**src/rtl/loader_pkg.sv**
```systemverilog
// Shared definitions for the instruction-memory image loader:
// the state encoding, the frame header byte and the datapath widths.
package loader_pkg;

  localparam int INST_W = 25;
  localparam int ADDR_W = 8;

  localparam logic [7:0]        HEADER        = 8'hA5;
  localparam logic [ADDR_W-1:0] BASE_ADDR_DEF = 8'h00;

  typedef enum logic [2:0] {
    S_IDLE,
    S_COUNT,
    S_DATA,
    S_CHECK,
    S_DONE,
    S_ERROR
  } state_e;

endpackage

```
**src/rtl/loader_checksum.sv**
```systemverilog
// 8-bit running-sum accumulator with synchronous clear and add-enable.
// Only instantiated when LOADER_CHECKSUM_EN is defined.
module loader_checksum (
  input  logic       clk,
  input  logic       rst,
  input  logic       clr_i,
  input  logic       add_i,
  input  logic [7:0] byte_i,
  output logic [7:0] sum_o
);

  logic [7:0] sum_q;
  logic [7:0] sum_d;

  always_comb begin
    sum_d = sum_q;
    if (clr_i) begin
      sum_d = 8'h00;
    end else if (add_i) begin
      sum_d = sum_q + byte_i;
    end
  end

  always_ff @(posedge clk or posedge rst) begin
    if (rst) begin
      sum_q <= 8'h00;
    end else begin
      sum_q <= sum_d;
    end
  end

  assign sum_o = sum_q;

endmodule

```
**src/rtl/inst_mem_loader.sv**
```systemverilog
// Framed byte-stream loader writing 25-bit instructions into instruction memory.
// Optional trailing checksum byte is enabled with `define LOADER_CHECKSUM_EN.
module inst_mem_loader
  import loader_pkg::*;
#(
  parameter logic [7:0]        HEADER_BYTE = HEADER,
  parameter logic [ADDR_W-1:0] BASE_ADDR   = BASE_ADDR_DEF
) (
  input  logic              clk,
  input  logic              Reset,
  input  logic [7:0]        ByteIn,
  input  logic              ByteValid,
  output logic              ByteReady,
  input  logic              Clear,
  output logic              InstWrite,
  output logic [ADDR_W-1:0] InstAddress,
  output logic [INST_W-1:0] InstData,
  output logic              CpuHold,
  output logic              Done,
  output logic              Error
);

  state_e              state_q;
  logic [1:0]          idx_q;
  logic [8:0]          cnt_q;
  logic [ADDR_W-1:0]   addr_q;
  logic [23:0]         asm_q;
  logic                rdy_q;
  logic                inst_write_q;
  logic [ADDR_W-1:0]   inst_addr_q;
  logic [INST_W-1:0]   inst_data_q;
  logic                hold_q;
  logic                done_q;
  logic                error_q;

  logic xfer;

  // Clear always takes priority over a byte offered in the same cycle.
  assign ByteReady = rdy_q & ~Clear;
  assign xfer      = ByteValid & ByteReady;

`ifdef LOADER_CHECKSUM_EN
  logic [7:0] csum_sum;
  logic [7:0] csum_total;
  logic       csum_clr;
  logic       csum_add;

  assign csum_clr   = (state_q == S_IDLE) && xfer && (ByteIn == HEADER_BYTE);
  assign csum_add   = xfer && ((state_q == S_COUNT) || (state_q == S_DATA));
  assign csum_total = csum_sum + ByteIn;

  loader_checksum u_checksum (
    .clk    (clk),
    .rst    (Reset),
    .clr_i  (csum_clr),
    .add_i  (csum_add),
    .byte_i (ByteIn),
    .sum_o  (csum_sum)
  );
`endif

  always_ff @(posedge clk or posedge Reset) begin
    if (Reset) begin
      state_q      <= S_IDLE;
      idx_q        <= 2'd0;
      cnt_q        <= 9'd0;
      addr_q       <= '0;
      asm_q        <= 24'd0;
      rdy_q        <= 1'b1;
      inst_write_q <= 1'b0;
      inst_addr_q  <= '0;
      inst_data_q  <= '0;
      hold_q       <= 1'b0;
      done_q       <= 1'b0;
      error_q      <= 1'b0;
    end else begin
      inst_write_q <= 1'b0;
      case (state_q)
        S_IDLE: begin
          if (xfer && (ByteIn == HEADER_BYTE)) begin
            state_q <= S_COUNT;
            hold_q  <= 1'b1;
          end
        end
        S_COUNT: begin
          if (xfer) begin
            cnt_q   <= (ByteIn == 8'd0) ? 9'd256 : {1'b0, ByteIn};
            addr_q  <= BASE_ADDR;
            idx_q   <= 2'd0;
            state_q <= S_DATA;
          end
        end
        S_DATA: begin
          if (xfer) begin
            idx_q <= idx_q + 2'd1;
            case (idx_q)
              2'd0: asm_q[7:0]   <= ByteIn;
              2'd1: asm_q[15:8]  <= ByteIn;
              2'd2: asm_q[23:16] <= ByteIn;
              default: begin
                if (ByteIn[7:1] != 7'd0) begin
                  state_q <= S_ERROR;
                  error_q <= 1'b1;
                  rdy_q   <= 1'b0;
                end else begin
                  inst_write_q <= 1'b1;
                  inst_addr_q  <= addr_q;
                  inst_data_q  <= {ByteIn[0], asm_q};
                  addr_q       <= addr_q + 8'd1;
                  cnt_q        <= cnt_q - 9'd1;
                  if (cnt_q == 9'd1) begin
`ifdef LOADER_CHECKSUM_EN
                    state_q <= S_CHECK;
`else
                    state_q <= S_DONE;
                    done_q  <= 1'b1;
                    hold_q  <= 1'b0;
                    rdy_q   <= 1'b0;
`endif
                  end
                end
              end
            endcase
          end
        end
`ifdef LOADER_CHECKSUM_EN
        S_CHECK: begin
          if (xfer) begin
            rdy_q <= 1'b0;
            if (csum_total == 8'd0) begin
              state_q <= S_DONE;
              done_q  <= 1'b1;
              hold_q  <= 1'b0;
            end else begin
              state_q <= S_ERROR;
              error_q <= 1'b1;
            end
          end
        end
`endif
        S_DONE, S_ERROR: begin
          // CpuHold is deliberately left alone; only a new header raises it.
          if (Clear) begin
            state_q <= S_IDLE;
            done_q  <= 1'b0;
            error_q <= 1'b0;
            rdy_q   <= 1'b1;
          end
        end
        default: begin
          state_q <= S_IDLE;
          rdy_q   <= 1'b1;
        end
      endcase
    end
  end

  assign InstWrite   = inst_write_q;
  assign InstAddress = inst_addr_q;
  assign InstData    = inst_data_q;
  assign CpuHold     = hold_q;
  assign Done        = done_q;
  assign Error       = error_q;

endmodule

```
**config.mk**
```make
export PLATFORM = sky130hd
export DESIGN_NAME = inst_mem_loader
export DESIGN_NICKNAME = d
export VERILOG_FILES = /design/src/rtl/loader_pkg.sv /design/src/rtl/loader_checksum.sv /design/src/rtl/inst_mem_loader.sv
export SDC_FILE = /design/constraint.sdc
export NUM_CORES = 1
export LEC_CHECK = 0
export ABC_CLOCK_PERIOD_IN_PS = 6900
export CORE_ASPECT_RATIO = 1.4
export CORE_MARGIN = 4
export CORE_UTILIZATION = 59
export DETAILED_ROUTE_END_ITERATION = 8
export PLACE_DENSITY = 0.84
export SETUP_SLACK_MARGIN = 0.3
export SYNTH_ARGS = -nofsm -noshare
export SYNTH_HDL_FRONTEND = slang
export SYNTH_SLANG_ARGS = --single-unit
```
**constraint.sdc**
```tcl
create_clock -name clk -period 6.9 [get_ports clk]
set_input_delay 1.38 -clock clk [delete_from_list [all_inputs] [get_ports clk]]
set_output_delay 1.38 -clock clk [all_outputs]
set_load 0.02 [all_outputs]
```
; After elaboration in Yosys (flattened, before gate mapping)
; Index checks and enable logic that the tools add are counted.
[classes]
addsub = 3
mul = 0
div_mod_pow = 0
n_lt_le_gt_ge = 0
eq_ne = 17
shifts = 0
mux = 47
bitwise_logic = 6
reduce_logical = 22
[op_table]
columns = operator, count
row1 = two-way mux 9 bit, 5
row2 = two-way mux 8 bit, 4
row3 = two-way mux 1 bit, 21
row4 = two-way mux 3 bit, 7
row5 = case mux 9 bit (2 select lines), 1
row6 = AND reduction 6 bit, 3
row7 = "inequality test 2 bit, second input constant", 8
row8 = case mux 8 bit (2 select lines), 1
row9 = AND reduction 5 bit, 3
row10 = case mux 3 bit (4 select lines), 1
row11 = AND reduction 3 bit, 4
row12 = "equality test 9 x 1 -> 1 bit, second input constant", 1
row13 = "subtractor 9 x 1 -> 9 bit, second input constant", 1
row14 = "adder 8 x 1 -> 8 bit, second input constant", 1
row15 = "equality test 8 bit, second input constant", 1
row16 = zero test 8 bit, 1
row17 = nonzero test 7 bit, 1
row18 = "equality test 3 bit, second input constant", 2
row19 = case mux 1 bit (2 select lines), 3
row20 = nonzero test 2 bit, 3
row21 = two-way mux 2 bit, 2
row22 = NOT 1 bit, 4
row23 = case mux 2 bit (2 select lines), 1
row24 = AND reduction 4 bit, 1
row25 = 13 further kinds, 15
[word_totals]
ff_bits = 84
latch_bits = 0
ramBits = 0
rom_bits = 0
input_bits = 12
out_inout_bits = 38
wordCells = 109
memories = 0

; Logic depth before layout (Yosys ltp)
; Gate-level depths: netlist (run 1).
[depth]
word_depth = 6
ltp_mapped = 7

; Worst setup path after synthesis (run 1)
; No wires, ideal clock.
[synth_path]
path_type = input port to output port
from = input port Clear
to = output port ByteReady
arrival_ps = 1736
slack_ps = 3784
cell_stages = 1
path_buffers = 0
cell_sequence = nor2b_1
[synth_via]
elab_chain_len = 2
[synth_rtl]
columns = item, line
row1 = start: declaration, inst_mem_loader.sv:14  ; input logic Clear,
row2 = NOT 1 bit, inst_mem_loader.sv:39  ; assign ByteReady = rdy_q & ~Clear;
row3 = bitwise AND 1 bit, inst_mem_loader.sv:39
row4 = end: declaration, inst_mem_loader.sv:13  ; output logic ByteReady,
; Every way passes these cells.

; Worst setup path in the final report (run 1)
; Same ends and word-level chain as after synthesis.

==> results of run 1 <==
through the flow:
step / worst slack (ns) / hold WS (ns) / cells / total power [mW]
floorplan: 3.36 / 0.469 / 305 / 0.513
global placement: 2.82 / 0.481 / 416 / 0.528
detailed placement: 2.80 / 0.492 / 416 / 0.528
CTS: 2.80 / 0.511 / 431 / 0.903
global route: 2.73 / 0.526 / 431 / 0.925
finish: 2.79 / 0.506 / 431 / 0.898
cell families after synthesis:
family | share of synthesized area (%)
adder cells (fa/ha/maj) | 2.27
AND/OR/NAND/NOR | 11.8
AO/OA/AOI/OAI | 10.5
buffers and inverters | 3.12
XOR/XNOR | 0.227
multiplexers | 17.5
flip-flops | 54.6
placed cells by master (no fill, tap or decap), types with 2 or more instances in the layout:
cell type | synthesis | routed
dfrtp_1 | 83 | 83
mux2_2 | 58 | 58
clkdlybuf4s50_1 | 0 | 49
nand2_1 | 16 | 16
nor2_1 | 16 | 16
a21oi_1 | 16 | 16
o31ai_1 | 11 | 11
o21ai_0 | 10 | 10
clkbuf_8 | 0 | 9
or4_1 | 7 | 7
ha_1 | 7 | 7
inv_1 | 7 | 6
nand3_1 | 5 | 5
and4_1 | 5 | 5
nor3_1 | 4 | 4
a31oi_1 | 3 | 3
nand4b_1 | 3 | 3
a21o_1 | 3 | 3
a22oi_1 | 3 | 3
buf_4 | 3 | 3
or3_1 | 2 | 2
o31a_1 | 2 | 2
nor3b_1 | 2 | 2
o32ai_1 | 2 | 2
and4b_1 | 2 | 2
o22ai_1 | 2 | 2
a211oi_1 | 2 | 2
clkinv_2 | 0 | 2
and3_1 | 2 | 2
bufinv_16 | 0 | 2
clkinvlp_4 | 0 | 2
worst max path at each step:
stage	from	to	cells past startpoint
floorplan	Reset	CpuHold	1
global placement	Clear	ByteReady	3
CTS	Clear	ByteReady	3
detailed placement	Clear	ByteReady	3
finish	Clear	ByteReady	3
global route	Clear	ByteReady	3
sequential cells by signal, summed over array words and instances (netlist names), 2 cells and up:
signal,count
InstData,25
asm_q,24
cnt_q,9
InstAddress,8
addr_q,8
state_q,3
idx_q,2
report_power, final:
| part | leakage, nW | total (mW) | internal (mW) | switching [mW] |
|---|---|---|---|---|
| clock | 0.102 | 0.380 | 0.202 | 0.177 |
| combinational | 0.847 | 0.0262 | 0.00822 | 0.0180 |
| sequential | 1.16 | 0.492 | 0.492 | 0 |
cells in the mapped netlist (4+ instances only):
cell     number  area (um^2)
nand3_1       5         25.0
inv_1         7         26.3
a21oi_1      16         80.1
mux2_2       58          653
ha_1          7         87.6
o31ai_1      11         82.6
nand2_1      16         60.1
buf_6         4         45.0
and4_1        5         43.8
or4_1         7         52.6
nor3_1        4         20.0
o21ai_0      10         50.1
dfrtp_1      83         2080
nor2_1       16         60.1
layer usage:
metal  share of wire [%]  wire (um)  GRT usage, %
met5                   0          0             0
met3                 4.4        349          4.25
met1                  40       3170          25.8
met4                 2.9        230          10.9
met2                  53       4230          37.0
cell type report:
cell class	instances	share of cell area [%]
Timing Repair Buffer	52	11.2
Sequential cell	84	46.0
Inverter	7	0.602
Clock buffer	9	2.71
Multi-Input combinational cell	201	35.6
Clock inverter	6	1.94
Tap cell	72	1.97
worst max-delay path: cells and delay by family:
kind                   cells  cell delay [ns]
and+or+nand+nor            1             0.21
buffers and inverters      2             1.14
==> results.md, run 1 <==
* Post-Syn Instances at 305
* CP peak stage delay at 0.63 ns
* RSZ-0062 raised after global routing: false
* Drt wl/cell at roughly 19 um
* Hold endpoint: InstData[20]
* Pre-antenna DRT Iters at 5
* Fmax at 243 MHz
* Post-detail-place hpwl at 5460 um
* Layout fillers at 456
* Initial antenna violation count at 0
* Post-CTS Hold Fix Bufs at 0
* Fin Setup TNS at 0 ns
* Synth Register Bits at 84
* Critical path, cell by cell: clkdlybuf4s50_1, nor2b_1, clkdlybuf4s50_1
* Area after DPL at 4360 um^2
* Final hold viol count at 0
* # rows at 34
* Setup Crit Path Kind: primary input to output pin
* Initial DRC count at 272
* Clock Path Buffers at 2
* Count of final setup violators at 0
* Routability congestion estimate at 0.809
* Total grt overflow at 0
* DRC at 0
* Largest net degree at the start of global routing at 85
* Area of the multi-input gates at between 1500 and 2000 um^2
* Worst setup EP type: output pin
* Flop2flop setup slack at 4.44 ns
* Via count at roughly 2700
* Worst vdd ir at 0.185 mV
* PwrDens at around 200 nW/um^2
* Syn-to-layout area delta at 18.8%
* CTS resizes at 0
* Register area at 2100 um^2
* Syn avg cell area at 12.6 um^2
* Post-synth ARST share at 100%
* Drt total wl at ~8000 um
* Clock skew at 0.0100 ns
* DIE WIDTH at between 70 and 80 um
* CTS tree: done
* Leak pwr at 2.11 nW
* H-tree depth at 3
* Yosys cell types at 48
* TritonCTS buffer count at 9
* GRT Resource Usage Total at a little over a fifth
* Ports at 50
* Layout cell share with drive strength beyond 1 at 23.7%
* Hold/Removal Path Class: register to register
* Synth warn at 0
* I/O Buffers at between 40 and 50
* Slew @ Worst Pin at 1.00 ns
* Syn_nets at 324
* CTS root buffer: clkbuf_8
* Final instance area at roughly 4600 um^2
* Req. time, crit path at 5.52 ns
* Number of synthesized flops with an enable pin at 0
* Maxcap violations at 0
* Peak fanout along the critical path at 7
* CP max-delay cell: clkdlybuf4s50_1
* Min cycle time layout at ~4.1 ns
* Reg2reg start: state_q[1]
* CTS sink cnt at 84
* Core Area at 6300 um^2
* NumNets Final at around 370
* Most frequent CP cell: clkdlybuf4s50_1
* Critical R2R Capture: cnt_q[1]
* Final slew viol count at 0
* Antenna cells at 0
* Vias per cell at 6.24
* Vias in the first global route at 2851
* Chip height at 104 um
* Worst reg2reg path depth at 4
* Max-Slew Margin vs Limit at 33.3%
* Seq/Total Area, Yosys at 54.6%
* Post-route ant nets at 0
* Primary FF master, synth: dfrtp_1
* Period utilization at 59.5%
* CP arrival at 2.73 ns
* First-pass GRT wire length at 13900 um
* Crit path launch type: primary input
* Core Util, Final at 72.7%
* Initial Util at 61.2%
* Mapped cell area at roughly 3900 um^2
* Status: finished clean
* Die area at 7900 um^2
* Number of post-CTS setup repair buffers at 0
* Clock transition at path regs at 0.07 ns
* Hold Path Cell Cnt at 1
* Hold_sp: asm_q[20]
* Skew-Pair Late Insertion Delay at 0.35 ns
Power figures use the tool's default switching activity.
==> inputs of run 2 (changes only) <==
Settings changed: ABC_CLOCK_PERIOD_IN_PS 6900 to 4100, CORE_UTILIZATION 59 to 55, PLACE_DENSITY 0.84 to 0.8.
Clock period 6.9 ns to 4.1 ns, I/O delays scaled along.
==> run 2 against run 1 <==
Non-clock buffer count is 2 higher. Flip-flop and latch count stayed put. Clock skew hardly changed. Count of clock-buffer cells in the layout stayed put. Highest routed layer unchanged. Final cell count grew 5.1%. Die area is 6.6% higher. Largest cell class unchanged. Power increased by 64%.
==> results.md, run 2 (synthesis gave the netlist of run 1 again) <==
* Slew @ Worst Pin at ~0.81 ns
* TritonCTS buffer count at 9
* CTS tree: done
* Period utilization at 75.8%
* Via count at 2638
* Peak fanout along the critical path at 7
* Chip height at 107 um
* Min cycle time layout at 3.11 ns
* Fmax at 322 MHz
* Die area at 8420 um^2
* Ports at 50
* Req. time, crit path at between 3 and 4 ns
* Largest net degree at the start of global routing at 36
* Layout fillers at between 400 and 500
* Worst setup EP type: output pin
* Critical path, cell by cell: clkdlybuf4s50_1, nor2b_1, clkdlybuf4s50_1
* # rows at 35
* Fin Setup TNS at 0 ns
* Vias in the first global route at roughly 2800
* Fin cells at about 450
* Most frequent cells in the layout: dfrtp_1, mux2_2, clkdlybuf4s50_1
* Routability congestion estimate at 0.814
* Layout cell share with drive strength beyond 1 at 24.1%
* Initial Util at between 50% and 60%
* Core Area at 6700 um^2
* CTS root buffer: clkbuf_8
* Most frequent CP cell: clkdlybuf4s50_1
* Clock transition at path regs at 0.09 ns
* CTS resizes at 0
* GRT Resource Usage Total at 20.8%
* DIE WIDTH at 78.7 um
* Total grt overflow at 0
* CP max-delay cell: clkdlybuf4s50_1
* Worst vdd ir at 0.321 mV
* Max reg flops at 25
* DRC at 0
* Initial antenna violation count at 0
* Post-CTS Hold Fix Bufs at 0
* Cell count after placement at around 440
* Drt total wl at just under 8000 um
* Drt wl/cell at approximately 17 um
* Status: finished clean
* Clock Path Buffers at 2
* First-pass GRT wire length at ~14000 um
* Crit path launch type: primary input
* CP arrival at between 2 and 2.5 ns
* Leak pwr at 2.11 nW
* Max-Slew Margin vs Limit at ~46%
* Final slew viol count at 0
* Clock skew at 0.00985 ns
* Skew-Pair Late Insertion Delay at 0.36 ns
* NumNets Final at 376
* Initial DRC count at ~200
* Maxcap violations at 0
* RSZ-0062 raised after global routing: false
* Commonest non-fill, non-tap cell in the layout: dfrtp_1
* Syn-to-layout area delta at 19.4%
* Final hold viol count at 0
* Vias per cell at 5.82
* Count of final setup violators at 0
* Number of post-CTS setup repair buffers at 0
* Pre-antenna DRT Iters at 4
* Post-detail-place hpwl at 5440 um
* Post-route ant nets at 0
* I/O Buffers at 49
* Hold/Removal Path Class: register to register
* CP peak stage delay at around 0.66 ns
* H-tree depth at 3
* Setup Crit Path Kind: primary input to output pin
* CTS sink cnt at 84
* PwrDens at 320 nW/um^2
* Antenna cells at 0
## run 2: layout make-up
cell class,count,area (um^2),share of cell area (%)
flip-flops and latches,84,2100,45.7
multi-input cells,201,1630,35.4
repair buffers,54,528,11.5
clock buffers,9,124,2.69
well taps,92,115,2.50
clock inverters,6,72.6,1.58
inverters,7,27.5,0.599
## run 2: routing by layer
layer	track usage, %	routed length (um)	vias up
li1	-	-	1236
met1	25.4	3340	1329
met2	34.5	4030	63
met3	5.80	365	10
met4	8.88	136	0
met5	0	0	-
## run 2: worst max-delay path: cells and delay by family
family	cells	cell delay, ns
buf+inv	2	1.17
simple gates	1	0.29
## run 2: final timing paths
kind,from,cells past startpoint,to,slack (ns)
hold reg to reg,asm_q[17],1,InstData[17],0.51
min in group asynchronous,Reset,2,InstData[24],0.70
setup reg to reg,state_q[1],4,cnt_q[1],1.67
hold / removal,asm_q[17],1,InstData[17],0.51
max in group asynchronous,Reset,3,rdy_q,2.64
setup / recovery,Clear,3,ByteReady,0.99
## run 2: per-stage QoR
stage	setup slack [ns]	utilization (%)	hold slack (ns)	power, mW	area, um^2
after global routing	0.958	68.6	0.523	1.53	4600
after floorplan	1.12	-	0.469	0.863	3850
final	0.994	68.6	0.505	1.47	4600
after detailed placement	1.01	65.7	0.487	0.891	4400
after global placement	1.00	65.7	0.478	0.890	4400
after CTS	1.01	68.6	0.507	1.49	4600
## run 2: power breakdown
part	internal (mW)	switching (mW)	total, mW
logic	0.0145	0.0307	0.0451
registers	0.828	0	0.828
clock network	0.284	0.316	0.601
total	1.13	0.347	1.47
==> inputs of run 3 (changes only) <==
Settings changed: ABC_CLOCK_PERIOD_IN_PS 4100 to 3000.
Clock period 4.1 ns to 3 ns, I/O delays scaled along.
==> run 3 against run 2 <==
Worst hold slack better by 0.0017 ns. Power rose by 32%. Clock power grew 22%. Clock skew decreased by 0.0050 ns. Final cell count rose by 2.2%. Sequential power increased by 36%. Routed wire length is 8.0% higher. Count of clock-buffer cells in the layout grew 2. Register-to-register slack worse by 0.72 ns. Combinational power is 60% higher. First-iteration DRC count grew 38%. Largest power group unchanged.
==> results.md, run 3 (synthesis gave the netlist of run 1 again) <==
* Initial Util at 57.5%
* Post-CTS Hold Fix Bufs at 0
* # rows at 35
* H-tree depth at 3
* Met1 wire length at 3560 um
* CP arrival at 1.96 ns
* Total grt overflow at 0
* Max reg flops at 25
* Die area at roughly 8400 um^2
* CTS sink cnt at 84
* Most frequent cells in the layout: dfrtp_1, mux2_2, clkdlybuf4s50_1
* Flop2flop setup slack at 0.95 ns
* Setup Crit Path Kind: primary input to output pin
* Fmax at 391 MHz
* Chip height at ~110 um
* Req. time, crit path at 2.40 ns
* Final slew viol count at 0
* CTS tree: done
* NumNets Final at between 300 and 400
* Max-Slew Margin vs Limit at 59.8%
* Drt wl/cell at 18.4 um
* Reg2reg start: state_q[1]
* CTS root buffer: clkbuf_8
* Layout fillers at 470
* Slew @ Worst Pin at 0.603 ns
* Status: finished clean
* Register area at 2100 um^2
* DIE WIDTH at 78.7 um
* Worst setup EP type: output pin
* CTS resizes at 0
* Worst vdd ir at approximately 0.36 mV
* Peak fanout along the critical path at 7
* Post-detail-place hpwl at about 5700 um
* Vias per cell at slightly below 6
* Core Area at 6700 um^2
* Clock transition at path regs at 0.08 ns
* Period utilization at a little under nine tenths
* GRT Resource Usage Total at 22.5%
* Met2 WL at 4340 um
* Maxcap violations at 0
* Initial antenna violation count at 0
* Hold/Removal Path Class: register to register
* Worst Setup SP: Clear
* Antenna cells at 0
* Area after DPL at between 4000 and 5000 um^2
* RSZ-0062 raised after global routing: false
* Top routing layer used: met4
* TritonCTS buffer count at 9
* Commonest non-fill, non-tap cell in the layout: dfrtp_1
* Fin Setup TNS at 0 ns
* Ports at 50
* Final hold viol count at 0
* Min cycle time layout at 2.56 ns
* Routed wl met3 at 354 um
* Via count at 2741
* Drt total wl at 8500 um
* Largest net degree at the start of global routing at 85
* Initial DRC count at 271
* I/O Buffers at 49
* Syn-to-layout area delta at 21.5%
* PwrDens at 414 nW/um^2
* Final instance area at 4680 um^2
* Leak pwr at around 2.1 nW
* Crit path launch type: primary input
* Worst reg2reg path depth at 4
* Count of final setup violators at 0
* Worst setup path end: ByteReady
* Vias in the first global route at 2896
* DRC at 0
* First-pass GRT wire length at roughly 15000 um
* Post-route ant nets at 0
* Pre-antenna DRT Iters at 4
* Skew-Pair Late Insertion Delay at 0.35 ns
* Layout cell share with drive strength beyond 1 at 26.1%
* Critical R2R Capture: cnt_q[1]
* Number of post-CTS setup repair buffers at 0
* Area of the multi-input gates at around 1600 um^2
* Clock skew at 0.00487 ns
* Clock Path Buffers at 2
* Routability congestion estimate at 0.821
-- run 3: changes by cell type in the layout (fill, tap and decap cells not counted), sizes merged --
cell	change
bufinv	-1
clkinvlp	+2
clkbuf	+2
buf	+9
inv	-2
-- run 3: final cells by class --
class	count	share of cell area (%)
Sequential cell	84	45.0
Multi-Input combinational cell	201	34.8
Timing Repair Buffer	63	13.3
Clock buffer	11	3.02
Tap cell	92	2.46
Clock inverter	5	0.802
Inverter	7	0.642
-- run 3: metrics by stage --
step	util, %	power [mW]	std cells	setup WS [ns]	hold WS (ns)
after global placement	67.1	1.23	447	0.386	0.481
final	69.8	1.94	463	0.443	0.507
after floorplan	-	1.18	305	1.02	0.469
after CTS	69.8	1.95	463	0.399	0.511
after detailed placement	67.1	1.23	447	0.353	0.490
after global routing	69.8	2.02	463	0.359	0.533
-- run 3: metal layers --
layer,vias up,GRT usage (%)
met4,0,8.88
li1,1252,-
met3,20,4.54
met1,1374,28.7
met5,-,0
met2,95,37.5
-- run 3: worst min-delay path by stage --
stage               cells after the start             end            from
floorplan                               1        cnt_q[8]        cnt_q[8]
CTS                                     1       asm_q[16]       asm_q[16]
global route                            1  InstAddress[7]  InstAddress[7]
detailed placement                      1        asm_q[9]        asm_q[9]
finish                                  1       asm_q[16]       asm_q[16]
global placement                        1    InstData[20]       asm_q[20]
-- run 3: power breakdown --
part | switching (mW) | internal, mW
combinational | 0.0452 | 0.0269
clock | 0.410 | 0.325
sequential | 0 | 1.13
-- run 3: critical path, stage by stage --
cell             delay, ns
clkdlybuf4s50_1       0.52
nor2b_2               0.21
clkdlybuf4s50_1       0.63
